==> src/rtl/hazard_ctrl_if.sv <==
// hazard_ctrl_if: stage-state inputs and control outputs between the pipeline
// datapath (master) and the hazard control block (slave).
// HAZARD_PERF_CNT_EN adds the stall/flush performance counter outputs.
interface hazard_ctrl_if
`ifdef HAZARD_PERF_CNT_EN
  #(parameter int CNT_W = 16)
`endif
  ;
   logic       in_IDEX_MemRead;
   logic [4:0] in_IDEX_WriteRegister;
   logic [4:0] in_IDEX_Rs;
   logic [4:0] in_IDEX_Rt;
   logic [4:0] in_IFID_Rs;
   logic [4:0] in_IFID_Rt;
   logic       in_IFID_UsesRt;
   logic       in_EX_BranchTaken;
   logic       in_EX_Jump;
   logic       in_EXMEM_RegWrite;
   logic [4:0] in_EXMEM_WriteRegister;
   logic       in_MEMWB_RegWrite;
   logic [4:0] in_MEMWB_WriteRegister;
   logic       out_PCWrite;
   logic       out_IFIDWrite;
   logic       out_IFIDFlush;
   logic       out_IDEXBubble;
   logic [1:0] out_ForwardA;
   logic [1:0] out_ForwardB;
   logic       out_Stalling;
`ifdef HAZARD_PERF_CNT_EN
   logic [CNT_W-1:0] out_StallCnt;
   logic [CNT_W-1:0] out_FlushCnt;
`endif

   modport master (
      output in_IDEX_MemRead, in_IDEX_WriteRegister, in_IDEX_Rs, in_IDEX_Rt,
             in_IFID_Rs, in_IFID_Rt, in_IFID_UsesRt, in_EX_BranchTaken, in_EX_Jump,
             in_EXMEM_RegWrite, in_EXMEM_WriteRegister,
             in_MEMWB_RegWrite, in_MEMWB_WriteRegister,
      input  out_PCWrite, out_IFIDWrite, out_IFIDFlush, out_IDEXBubble,
             out_ForwardA, out_ForwardB, out_Stalling
`ifdef HAZARD_PERF_CNT_EN
           , out_StallCnt, out_FlushCnt
`endif
   );

   modport slave (
      input  in_IDEX_MemRead, in_IDEX_WriteRegister, in_IDEX_Rs, in_IDEX_Rt,
             in_IFID_Rs, in_IFID_Rt, in_IFID_UsesRt, in_EX_BranchTaken, in_EX_Jump,
             in_EXMEM_RegWrite, in_EXMEM_WriteRegister,
             in_MEMWB_RegWrite, in_MEMWB_WriteRegister,
      output out_PCWrite, out_IFIDWrite, out_IFIDFlush, out_IDEXBubble,
             out_ForwardA, out_ForwardB, out_Stalling
`ifdef HAZARD_PERF_CNT_EN
           , out_StallCnt, out_FlushCnt
`endif
   );
endinterface

==> src/rtl/hazard_ctrl.sv <==
// hazard_ctrl: load-use stall, branch/jump squash and EX operand forwarding
// control for a 5-stage pipeline. A load-use hazard stalls fetch/decode for
// LOAD_USE_STALL_CYCLES cycles (1..3); a redirect resolved in EX always wins.
// Optional macro HAZARD_PERF_CNT_EN adds saturating stall/flush counters.
module hazard_ctrl #(
   parameter int LOAD_USE_STALL_CYCLES = 1
`ifdef HAZARD_PERF_CNT_EN
 , parameter int CNT_W = 16
`endif
) (
   input  logic         clk,
   input  logic         reset_n,
   hazard_ctrl_if.slave bus
);

   typedef enum logic {RUN = 1'b0, STALL = 1'b1} state_t;

   // The first stall cycle is spent in RUN, so STALL covers the remainder.
   localparam logic [1:0] STALL_INIT = 2'(LOAD_USE_STALL_CYCLES - 1);

   state_t     state, state_nxt;
   logic [1:0] cnt, cnt_nxt;
   logic       redirect;
   logic       ld_use;

   assign redirect = bus.in_EX_BranchTaken | bus.in_EX_Jump;
   assign ld_use   = bus.in_IDEX_MemRead && (bus.in_IDEX_WriteRegister != 5'd0) &&
                     ((bus.in_IDEX_WriteRegister == bus.in_IFID_Rs) ||
                      (bus.in_IFID_UsesRt && (bus.in_IDEX_WriteRegister == bus.in_IFID_Rt)));

   // State register and remaining-stall counter.
   always_ff @(posedge clk or negedge reset_n) begin
      if (!reset_n) begin
         state <= RUN;
         cnt   <= 2'd0;
      end else begin
         state <= state_nxt;
         cnt   <= cnt_nxt;
      end
   end

   // Next state: redirect aborts everything; STALL ignores new hazards.
   always_comb begin
      state_nxt = state;
      cnt_nxt   = cnt;
      unique case (state)
         RUN: begin
            if (redirect) begin
               state_nxt = RUN;
               cnt_nxt   = 2'd0;
            end else if (ld_use && (LOAD_USE_STALL_CYCLES > 1)) begin
               state_nxt = STALL;
               cnt_nxt   = STALL_INIT;
            end
         end
         STALL: begin
            if (redirect || (cnt == 2'd1)) begin
               state_nxt = RUN;
               cnt_nxt   = 2'd0;
            end else begin
               cnt_nxt   = cnt - 2'd1;
            end
         end
         default: begin
            state_nxt = RUN;
            cnt_nxt   = 2'd0;
         end
      endcase
   end

   // Pipeline control outputs; reset forces a held, flushed pipeline at once.
   always_comb begin
      bus.out_PCWrite    = 1'b1;
      bus.out_IFIDWrite  = 1'b1;
      bus.out_IFIDFlush  = 1'b0;
      bus.out_IDEXBubble = 1'b0;
      bus.out_Stalling   = (state == STALL);
      if (!reset_n) begin
         bus.out_PCWrite    = 1'b0;
         bus.out_IFIDWrite  = 1'b0;
         bus.out_IFIDFlush  = 1'b1;
         bus.out_IDEXBubble = 1'b1;
         bus.out_Stalling   = 1'b0;
      end else if (redirect) begin
         bus.out_IFIDFlush  = 1'b1;
         bus.out_IDEXBubble = 1'b1;
      end else if ((state == STALL) || ld_use) begin
         bus.out_PCWrite    = 1'b0;
         bus.out_IFIDWrite  = 1'b0;
         bus.out_IDEXBubble = 1'b1;
      end
   end

   // Operand forwarding selects; EX/MEM is newer so it wins, r0 never forwards.
   always_comb begin
      bus.out_ForwardA = 2'b00;
      bus.out_ForwardB = 2'b00;
      if (reset_n) begin
         if (bus.in_EXMEM_RegWrite && (bus.in_EXMEM_WriteRegister != 5'd0) &&
             (bus.in_EXMEM_WriteRegister == bus.in_IDEX_Rs))
            bus.out_ForwardA = 2'b10;
         else if (bus.in_MEMWB_RegWrite && (bus.in_MEMWB_WriteRegister != 5'd0) &&
                  (bus.in_MEMWB_WriteRegister == bus.in_IDEX_Rs))
            bus.out_ForwardA = 2'b01;
         if (bus.in_EXMEM_RegWrite && (bus.in_EXMEM_WriteRegister != 5'd0) &&
             (bus.in_EXMEM_WriteRegister == bus.in_IDEX_Rt))
            bus.out_ForwardB = 2'b10;
         else if (bus.in_MEMWB_RegWrite && (bus.in_MEMWB_WriteRegister != 5'd0) &&
                  (bus.in_MEMWB_WriteRegister == bus.in_IDEX_Rt))
            bus.out_ForwardB = 2'b01;
      end
   end

`ifdef HAZARD_PERF_CNT_EN
   // Saturating counts of stalled (PC held) and flushed cycles.
   always_ff @(posedge clk or negedge reset_n) begin
      if (!reset_n) begin
         bus.out_StallCnt <= '0;
         bus.out_FlushCnt <= '0;
      end else begin
         if (!bus.out_PCWrite && (bus.out_StallCnt != '1))
            bus.out_StallCnt <= bus.out_StallCnt + CNT_W'(1);
         if (bus.out_IFIDFlush && (bus.out_FlushCnt != '1))
            bus.out_FlushCnt <= bus.out_FlushCnt + CNT_W'(1);
      end
   end
`endif

endmodule

==> src/flat_wrapper.sv <==
// flat-port wrapper written by rule: the top's interface ports become plain ports
module hazard_ctrl_flat 
#(
   parameter int LOAD_USE_STALL_CYCLES = 1

)
  (clk, reset_n, bus_in_IDEX_MemRead, bus_in_IDEX_WriteRegister, bus_in_IDEX_Rs, bus_in_IDEX_Rt, bus_in_IFID_Rs, bus_in_IFID_Rt, bus_in_IFID_UsesRt, bus_in_EX_BranchTaken, bus_in_EX_Jump, bus_in_EXMEM_RegWrite, bus_in_EXMEM_WriteRegister, bus_in_MEMWB_RegWrite, bus_in_MEMWB_WriteRegister, bus_out_PCWrite, bus_out_IFIDWrite, bus_out_IFIDFlush, bus_out_IDEXBubble, bus_out_ForwardA, bus_out_ForwardB, bus_out_Stalling);
  hazard_ctrl_if bus_i ();
  input  logic clk;
  input  logic reset_n;
  input wire logic [$bits(bus_i.in_IDEX_MemRead)-1:0] bus_in_IDEX_MemRead;
  input wire logic [$bits(bus_i.in_IDEX_WriteRegister)-1:0] bus_in_IDEX_WriteRegister;
  input wire logic [$bits(bus_i.in_IDEX_Rs)-1:0] bus_in_IDEX_Rs;
  input wire logic [$bits(bus_i.in_IDEX_Rt)-1:0] bus_in_IDEX_Rt;
  input wire logic [$bits(bus_i.in_IFID_Rs)-1:0] bus_in_IFID_Rs;
  input wire logic [$bits(bus_i.in_IFID_Rt)-1:0] bus_in_IFID_Rt;
  input wire logic [$bits(bus_i.in_IFID_UsesRt)-1:0] bus_in_IFID_UsesRt;
  input wire logic [$bits(bus_i.in_EX_BranchTaken)-1:0] bus_in_EX_BranchTaken;
  input wire logic [$bits(bus_i.in_EX_Jump)-1:0] bus_in_EX_Jump;
  input wire logic [$bits(bus_i.in_EXMEM_RegWrite)-1:0] bus_in_EXMEM_RegWrite;
  input wire logic [$bits(bus_i.in_EXMEM_WriteRegister)-1:0] bus_in_EXMEM_WriteRegister;
  input wire logic [$bits(bus_i.in_MEMWB_RegWrite)-1:0] bus_in_MEMWB_RegWrite;
  input wire logic [$bits(bus_i.in_MEMWB_WriteRegister)-1:0] bus_in_MEMWB_WriteRegister;
  output wire logic [$bits(bus_i.out_PCWrite)-1:0] bus_out_PCWrite;
  output wire logic [$bits(bus_i.out_IFIDWrite)-1:0] bus_out_IFIDWrite;
  output wire logic [$bits(bus_i.out_IFIDFlush)-1:0] bus_out_IFIDFlush;
  output wire logic [$bits(bus_i.out_IDEXBubble)-1:0] bus_out_IDEXBubble;
  output wire logic [$bits(bus_i.out_ForwardA)-1:0] bus_out_ForwardA;
  output wire logic [$bits(bus_i.out_ForwardB)-1:0] bus_out_ForwardB;
  output wire logic [$bits(bus_i.out_Stalling)-1:0] bus_out_Stalling;
  assign bus_i.in_IDEX_MemRead = bus_in_IDEX_MemRead;
  assign bus_i.in_IDEX_WriteRegister = bus_in_IDEX_WriteRegister;
  assign bus_i.in_IDEX_Rs = bus_in_IDEX_Rs;
  assign bus_i.in_IDEX_Rt = bus_in_IDEX_Rt;
  assign bus_i.in_IFID_Rs = bus_in_IFID_Rs;
  assign bus_i.in_IFID_Rt = bus_in_IFID_Rt;
  assign bus_i.in_IFID_UsesRt = bus_in_IFID_UsesRt;
  assign bus_i.in_EX_BranchTaken = bus_in_EX_BranchTaken;
  assign bus_i.in_EX_Jump = bus_in_EX_Jump;
  assign bus_i.in_EXMEM_RegWrite = bus_in_EXMEM_RegWrite;
  assign bus_i.in_EXMEM_WriteRegister = bus_in_EXMEM_WriteRegister;
  assign bus_i.in_MEMWB_RegWrite = bus_in_MEMWB_RegWrite;
  assign bus_i.in_MEMWB_WriteRegister = bus_in_MEMWB_WriteRegister;
  assign bus_out_PCWrite = bus_i.out_PCWrite;
  assign bus_out_IFIDWrite = bus_i.out_IFIDWrite;
  assign bus_out_IFIDFlush = bus_i.out_IFIDFlush;
  assign bus_out_IDEXBubble = bus_i.out_IDEXBubble;
  assign bus_out_ForwardA = bus_i.out_ForwardA;
  assign bus_out_ForwardB = bus_i.out_ForwardB;
  assign bus_out_Stalling = bus_i.out_Stalling;
  hazard_ctrl #(.LOAD_USE_STALL_CYCLES(LOAD_USE_STALL_CYCLES)) u_core (.clk(clk), .reset_n(reset_n), .bus(bus_i));
endmodule
==> config.mk <==
export PLATFORM = sky130hd
export DESIGN_NAME = hazard_ctrl_flat
export DESIGN_NICKNAME = d
export VERILOG_FILES = /design/src/rtl/hazard_ctrl_if.sv /design/src/rtl/hazard_ctrl.sv /design/src/flat_wrapper.sv
export SDC_FILE = /design/constraint.sdc
export NUM_CORES = 1
export LEC_CHECK = 0
export ABC_CLOCK_PERIOD_IN_PS = 1500
export CAP_MARGIN = 25
export CORE_MARGIN = 5
export CORE_UTILIZATION = 28
export CTS_CLUSTER_SIZE = 12
export DETAILED_ROUTE_END_ITERATION = 12
export HOLD_SLACK_MARGIN = 0.02
export PLACE_DENSITY = 0.77
export SLEW_MARGIN = 20
export SYNTH_ARGS = -nofsm -noshare
export SYNTH_HDL_FRONTEND = slang
export SYNTH_SLANG_ARGS = --single-unit
==> constraint.sdc <==
create_clock -name clk -period 1.5 [get_ports clk]
set_clock_uncertainty 0.2 [all_clocks]
set_input_delay 0.15 -clock clk [delete_from_list [all_inputs] [get_ports clk]]
set_output_delay 0.15 -clock clk [all_outputs]
set_load 0.01 [all_outputs]
---- Yosys cells after proc, flatten, opt, wreduce, memory -nomap -nowiden ----
Cells that the tools add are included.
operators by class
  bitwise logic cells ..................... 2
  mux-type cells .......................... 20
  add/sub/neg operators ................... 1
  equality and inequality tests ........... 8
  reduce and logical (&&, ||, !) cells .... 15
operators with widths
  operator               number
  $eq A5 B5 Y1           6
  $reduce_bool A5 Y1     3
  $mux W1                12
  $mux W2                6
  $logic_and A1 B1 Y1    9
  $pmux W2 S2            1
  $logic_or A1 B1 Y1     3
  $eq A2 B1 Y1 const B   1
  $ne A2 B1 Y1 const B   1
  $pmux W1 S2            1
  $sub A2 B1 Y2 const B  1
  $not A1 Y1             1
  $or A1 B1 Y1           1
word-level totals
  flip-flop bits (word level) ............. 3
  bits of input ports ..................... 43
  output and inout port bits .............. 9
  word-level logic and storage cells ...... 48

---- Longest topological paths before layout ----
  word-level depth ........................ 8
  depth in mapped cells ................... 5
  mapped depth without buffers ............ 5

---- Worst setup path after synthesis ----
OpenSTA, ideal clock, no wires.
  kind .................................... input port to output port
  start ................................... input port bus_in_EXMEM_WriteRegister[0]
  end ..................................... output port bus_out_ForwardA[0]
  slack ................................... -0.101 ns
  data arrival time ....................... 1.251 ns
  data required time ...................... 1.150 ns
  path buffers ............................ 0
  cell stages on the path ................. 4
  cells stage by stage .................... or4_1 -> o21ai_2 -> nor4_1 -> nor4_2
between the ends
  word-level cells in the longest chain between the ends .. 5
  elaborated cells on any way between the ends .. 6
  those cells by class .................... 1 x eq/ne; 2 x mux; 3 x reduce/logical
RTL lines
  element                line                source
  start, declared        flat_wrapper.sv:21  input wire logic [$bits(bus_i.in_EXMEM_WriteRegister)-1:0] bus_in_EXMEM_WriteRegister;
  $reduce_bool A5 Y1     hazard_ctrl.sv:99   if (bus.in_EXMEM_RegWrite && (bus.in_EXMEM_WriteRegister != 5'd0) &&
  $logic_and A1 B1 Y1    hazard_ctrl.sv:99
  $logic_and A1 B1 Y1 *  hazard_ctrl.sv:99
  $mux W2 *              hazard_ctrl.sv:99
  $mux W2 *              hazard_ctrl.sv:98   if (reset_n) begin
  end, declared          flat_wrapper.sv:28  output wire logic [$bits(bus_i.out_ForwardA)-1:0] bus_out_ForwardA;
Mark *: on every way between the ends. The rest lies on a longest branch, timed or not.

---- Worst setup path in the final report ----
  start ................................... input port bus_in_MEMWB_WriteRegister[3]
  end ..................................... output port bus_out_ForwardA[0]
between the ends
  word-level cells in the longest chain between the ends .. 6
  elaborated cells on any way between the ends .. 7
  those cells by class .................... 1 x eq/ne; 3 x mux; 3 x reduce/logical
RTL lines
  element                line                source
  start, declared        flat_wrapper.sv:23  input wire logic [$bits(bus_i.in_MEMWB_WriteRegister)-1:0] bus_in_MEMWB_WriteRegister;
  $reduce_bool A5 Y1     hazard_ctrl.sv:102  else if (bus.in_MEMWB_RegWrite && (bus.in_MEMWB_WriteRegister != 5'd0) &&
  $logic_and A1 B1 Y1    hazard_ctrl.sv:102
  $logic_and A1 B1 Y1 *  hazard_ctrl.sv:102
  $mux W1 *              hazard_ctrl.sv:102
  $mux W2 *              hazard_ctrl.sv:99
  $mux W2 *              hazard_ctrl.sv:98
Marks and branches as above.

==> impl_metrics.csv <==
group,metric,value,unit
outcome,status,"complete, but fails checks",
outcome,violations,"negative setup slack",
synthesis,yosysMostFrequentCell,"xor2_1",
floorplanning,start_util,29.67,%
sta,slew-limit-headroom,77.00,%
clock_network,cts.sinks,3,
synthesis,synth_cells,72,
synthesis,ys.flop_type,"dfrtp_1",
clock_network,clock_path_buffers,2,
synthesis,synth_top_cells_by_count,"xor2_1, xnor2_1, or4_1",
sta,fmax,551.6,MHz
sta,tightest_slew,343.9,ps
global_routing,grt_pass1_wl,4374,um
synthesis,yosysWarningCount,0,
final_layout,syn_to_final_growth,141.1,%
setup_path,rr_worst_depth,4,
drt,drt-pass1-iter-count,4,
placed_design,gp_congestion,0.8025,
clock_network,clock_latency,230,ps
global_routing,antenna_found_initial,0,
placed_design,dp_hpwl,2052,um
global_routing,grt_usage,17.66,%
setup_path,crit_required,1150,ps
synthesis,synth_top_area_share,34.26,%
drt,final_antenna_net_count,0,
power,pwr-share-comb,59.4,%
power,p_seq_share,14.9,%
clock_network,cts_tree,"done",
setup_path,end_kind,"output port",
final_layout,nNetsFinal,194,
power,clkPwrFrac,25.7,%
sta,finalHoldViolCount,0,
synthesis,avgSynthCellArea,8.168,um2
global_routing,grt.overflow.total,0,
power,p_int,0.3633,mW
drt,dr.first_iter.drc_count,18,
floorplanning,row_count,16,
sta,rsz0062_at_grt,"true",
synthesis,synth-edff-count,0,
sta,fin_crit_sh,120.9,%
global_routing,grt_pass1_vias,903,
synthesis,syn_nets,116,
final_layout,multi_input_area,644.4,um2
clock_network,htreeDepth,1,
final_layout,final_core_util,71.53,%
drt,wl,2830,um
synthesis,seq_area_frac_synth,12.77,%
final_layout,final-seq-area,75.07,um2
sta,slew_viol_final,0,
setup_path,arrival,1460,ps
power,power_density,386.2,nW/um2
final_layout,filler_cell_count,144,
synthesis,synth_cell_type_count,24,
setup_path,r2r_slack,180,ps
drt,drc,0,
drt,viasPerCell,4.750,
clock_network,cts_made_buffers,3,
global_routing,grt_max_degree,7,
floorplanning,die_h,55.83,um
job,timing.max_cap.violations,0,
setup_path,critPathLaunchType,"input port",
floorplanning,die_w,55.83,um
floorplanning,core,1982,um2
setup_path,r2r-end,"u_core.cnt[0]",
placed_design,place_ws,-1087,ps
floorplanning,die_area,3117,um2
sta,worst_slack,-313.0,ps
power,ir_drop,0.1902,mV
sta,setup-violations-final,7,
drt,wire_per_inst,16.08,um
power,leakage,0.6549,nW
hold_path,min_path_type,"in -> reg",
sta,finalCriticalPeriod,1813,ps
clock_network,path_clk_slew,40,ps
clock_network,cts_root_buf,"clkbuf_4",
synthesis,yosysTopAreaCell,"xor2_1",
setup_path,critPathCapture,"bus_out_ForwardA[0]",
synthesis,synthArstFlopShare,100.0,%
power,p_sw,0.1843,mW
power,p_sw_share,33.65,%
setup_path,regToRegStartpoint,"u_core.cnt[0]",
sta,setup-tns-final,-1428,ps
drt,num_vias,836,
final_layout,num_antenna_cells,0,
setup_path,startpoint,"bus_in_MEMWB_WriteRegister[3]",
floorplanning,ios,52,
final_layout,drive_gt1_share,54.36,%
synthesis,synth_area_leaders,"xor2_1, dfrtp_1, xnor2_1",
setup_path,path_max_fanout,3,
setup_path,worstSetupPathType,"in -> out",
placed_design,port_buffers,51,
synthesis,syn_area,588.1,um2
synthesis,ys_ff_latch,3,
[metrics by stage]
step / instances / area (um2) / total power [mW] / hold slack [ps]
2_1_floorplan: 72 / 613.1 / 0.1731 / -345.6
3_3_place_gp: 168 / 1292 / 0.3706 / 305.0
3_5_place_dp: 168 / 1292 / 0.3749 / 318.3
4_1_cts: 175 / 1356 / 0.5229 / 325.8
5_1_grt: 176 / 1418 / 0.5831 / 172.1
6_report: 176 / 1418 / 0.5475 / 157.4
[what timing repair did]
action / CTS / global route
hold endpoints to repair: 3 / 0
pin swaps: 20 / 25
gates resized for setup: 121 / 70
cloned: 0 / 0
hold buffers: 1 / 0
setup buffers: 2 / 1
endpoints found under the setup margin: 9 / 8
[worst max-delay path, stage by stage]
cell and delay (ps):
buf_6 100, xor2_1 150, or4_4 560, nor4_4 320, buf_2 180
[area by class of cell]
type / count / share of cell area (%)
Clock buffer: 4 / 1.853
Inverter: 2 / 0.5296
Multi-Input combinational cell: 66 / 45.45
Sequential cell: 3 / 5.296
Tap cell: 27 / 2.383
Timing Repair Buffer: 74 / 44.48
[flip-flops by register name (all words and copies together) (netlist names)]
register / count
u_core.state: 1
u_core.cnt: 2
[worst min-delay path by stage]
stage | start | end | slack (ps) | cells past startpoint
after floorplan | reset_n | u_core.cnt[0] | -350 | 0
after global placement | reset_n | u_core.cnt[1] | 310 | 2
after detailed placement | reset_n | u_core.cnt[0] | 320 | 2
after CTS | u_core.cnt[1] | u_core.cnt[1] | 330 | 2
after global routing | bus_in_EX_Jump | u_core.cnt[1] | 170 | 4
final | bus_in_EX_BranchTaken | u_core.cnt[1] | 160 | 4
[cell families after synthesis]
kind of cell | after synthesis | synth area share [%]
DFF | 3 | 12.77
adders and majority gates | 1 | 2.127
AOI/OAI and AO/OA | 8 | 9.361
buffers and inverters | 3 | 2.554
xor gates and xnor gates | 30 | 44.68
and+or+nand+nor | 27 | 28.51
[cell usage in the layout, fill, tap and decap left out, types with 2 or more instances in the layout]
cell / n
inv_1: 2
buf_6: 15
clkdlybuf4s50_1: 2
nor2_1: 3
dlygate4sd2_1: 9
nor4_4: 4
xnor2_1: 7
or4_4: 5
buf_8: 2
dlymetal6s2s_1: 4
and2_4: 2
xor2_1: 17
clkbuf_2: 8
nand2_1: 3
buf_4: 19
clkbuf_4: 3
xor2_2: 6
buf_2: 10
dfrtp_1: 3
clkdlybuf4s15_1: 4
a21oi_1: 2
nor3_1: 2
[per-layer routing]
metal	vias to the layer above	global-route usage, %	share of wire, %
met5	-	0	0
met4	0	11.19	4.1
met3	10	3.480	3.1
met2	21	30.07	54
met1	400	19.94	39
li1	405	-	-
[power groups by stage]
stage          Combinational (mW)  Clock (mW)  Sequential, mW
6_report                    0.325       0.141          0.0814
5_1_grt                     0.344       0.158          0.0813
3_3_place_gp                0.288           0          0.0824
4_1_cts                     0.290       0.152          0.0813
2_1_floorplan              0.0906           0          0.0824
3_5_place_dp                0.292           0          0.0824
No activity file was read; power rests on OpenSTA's default activity.
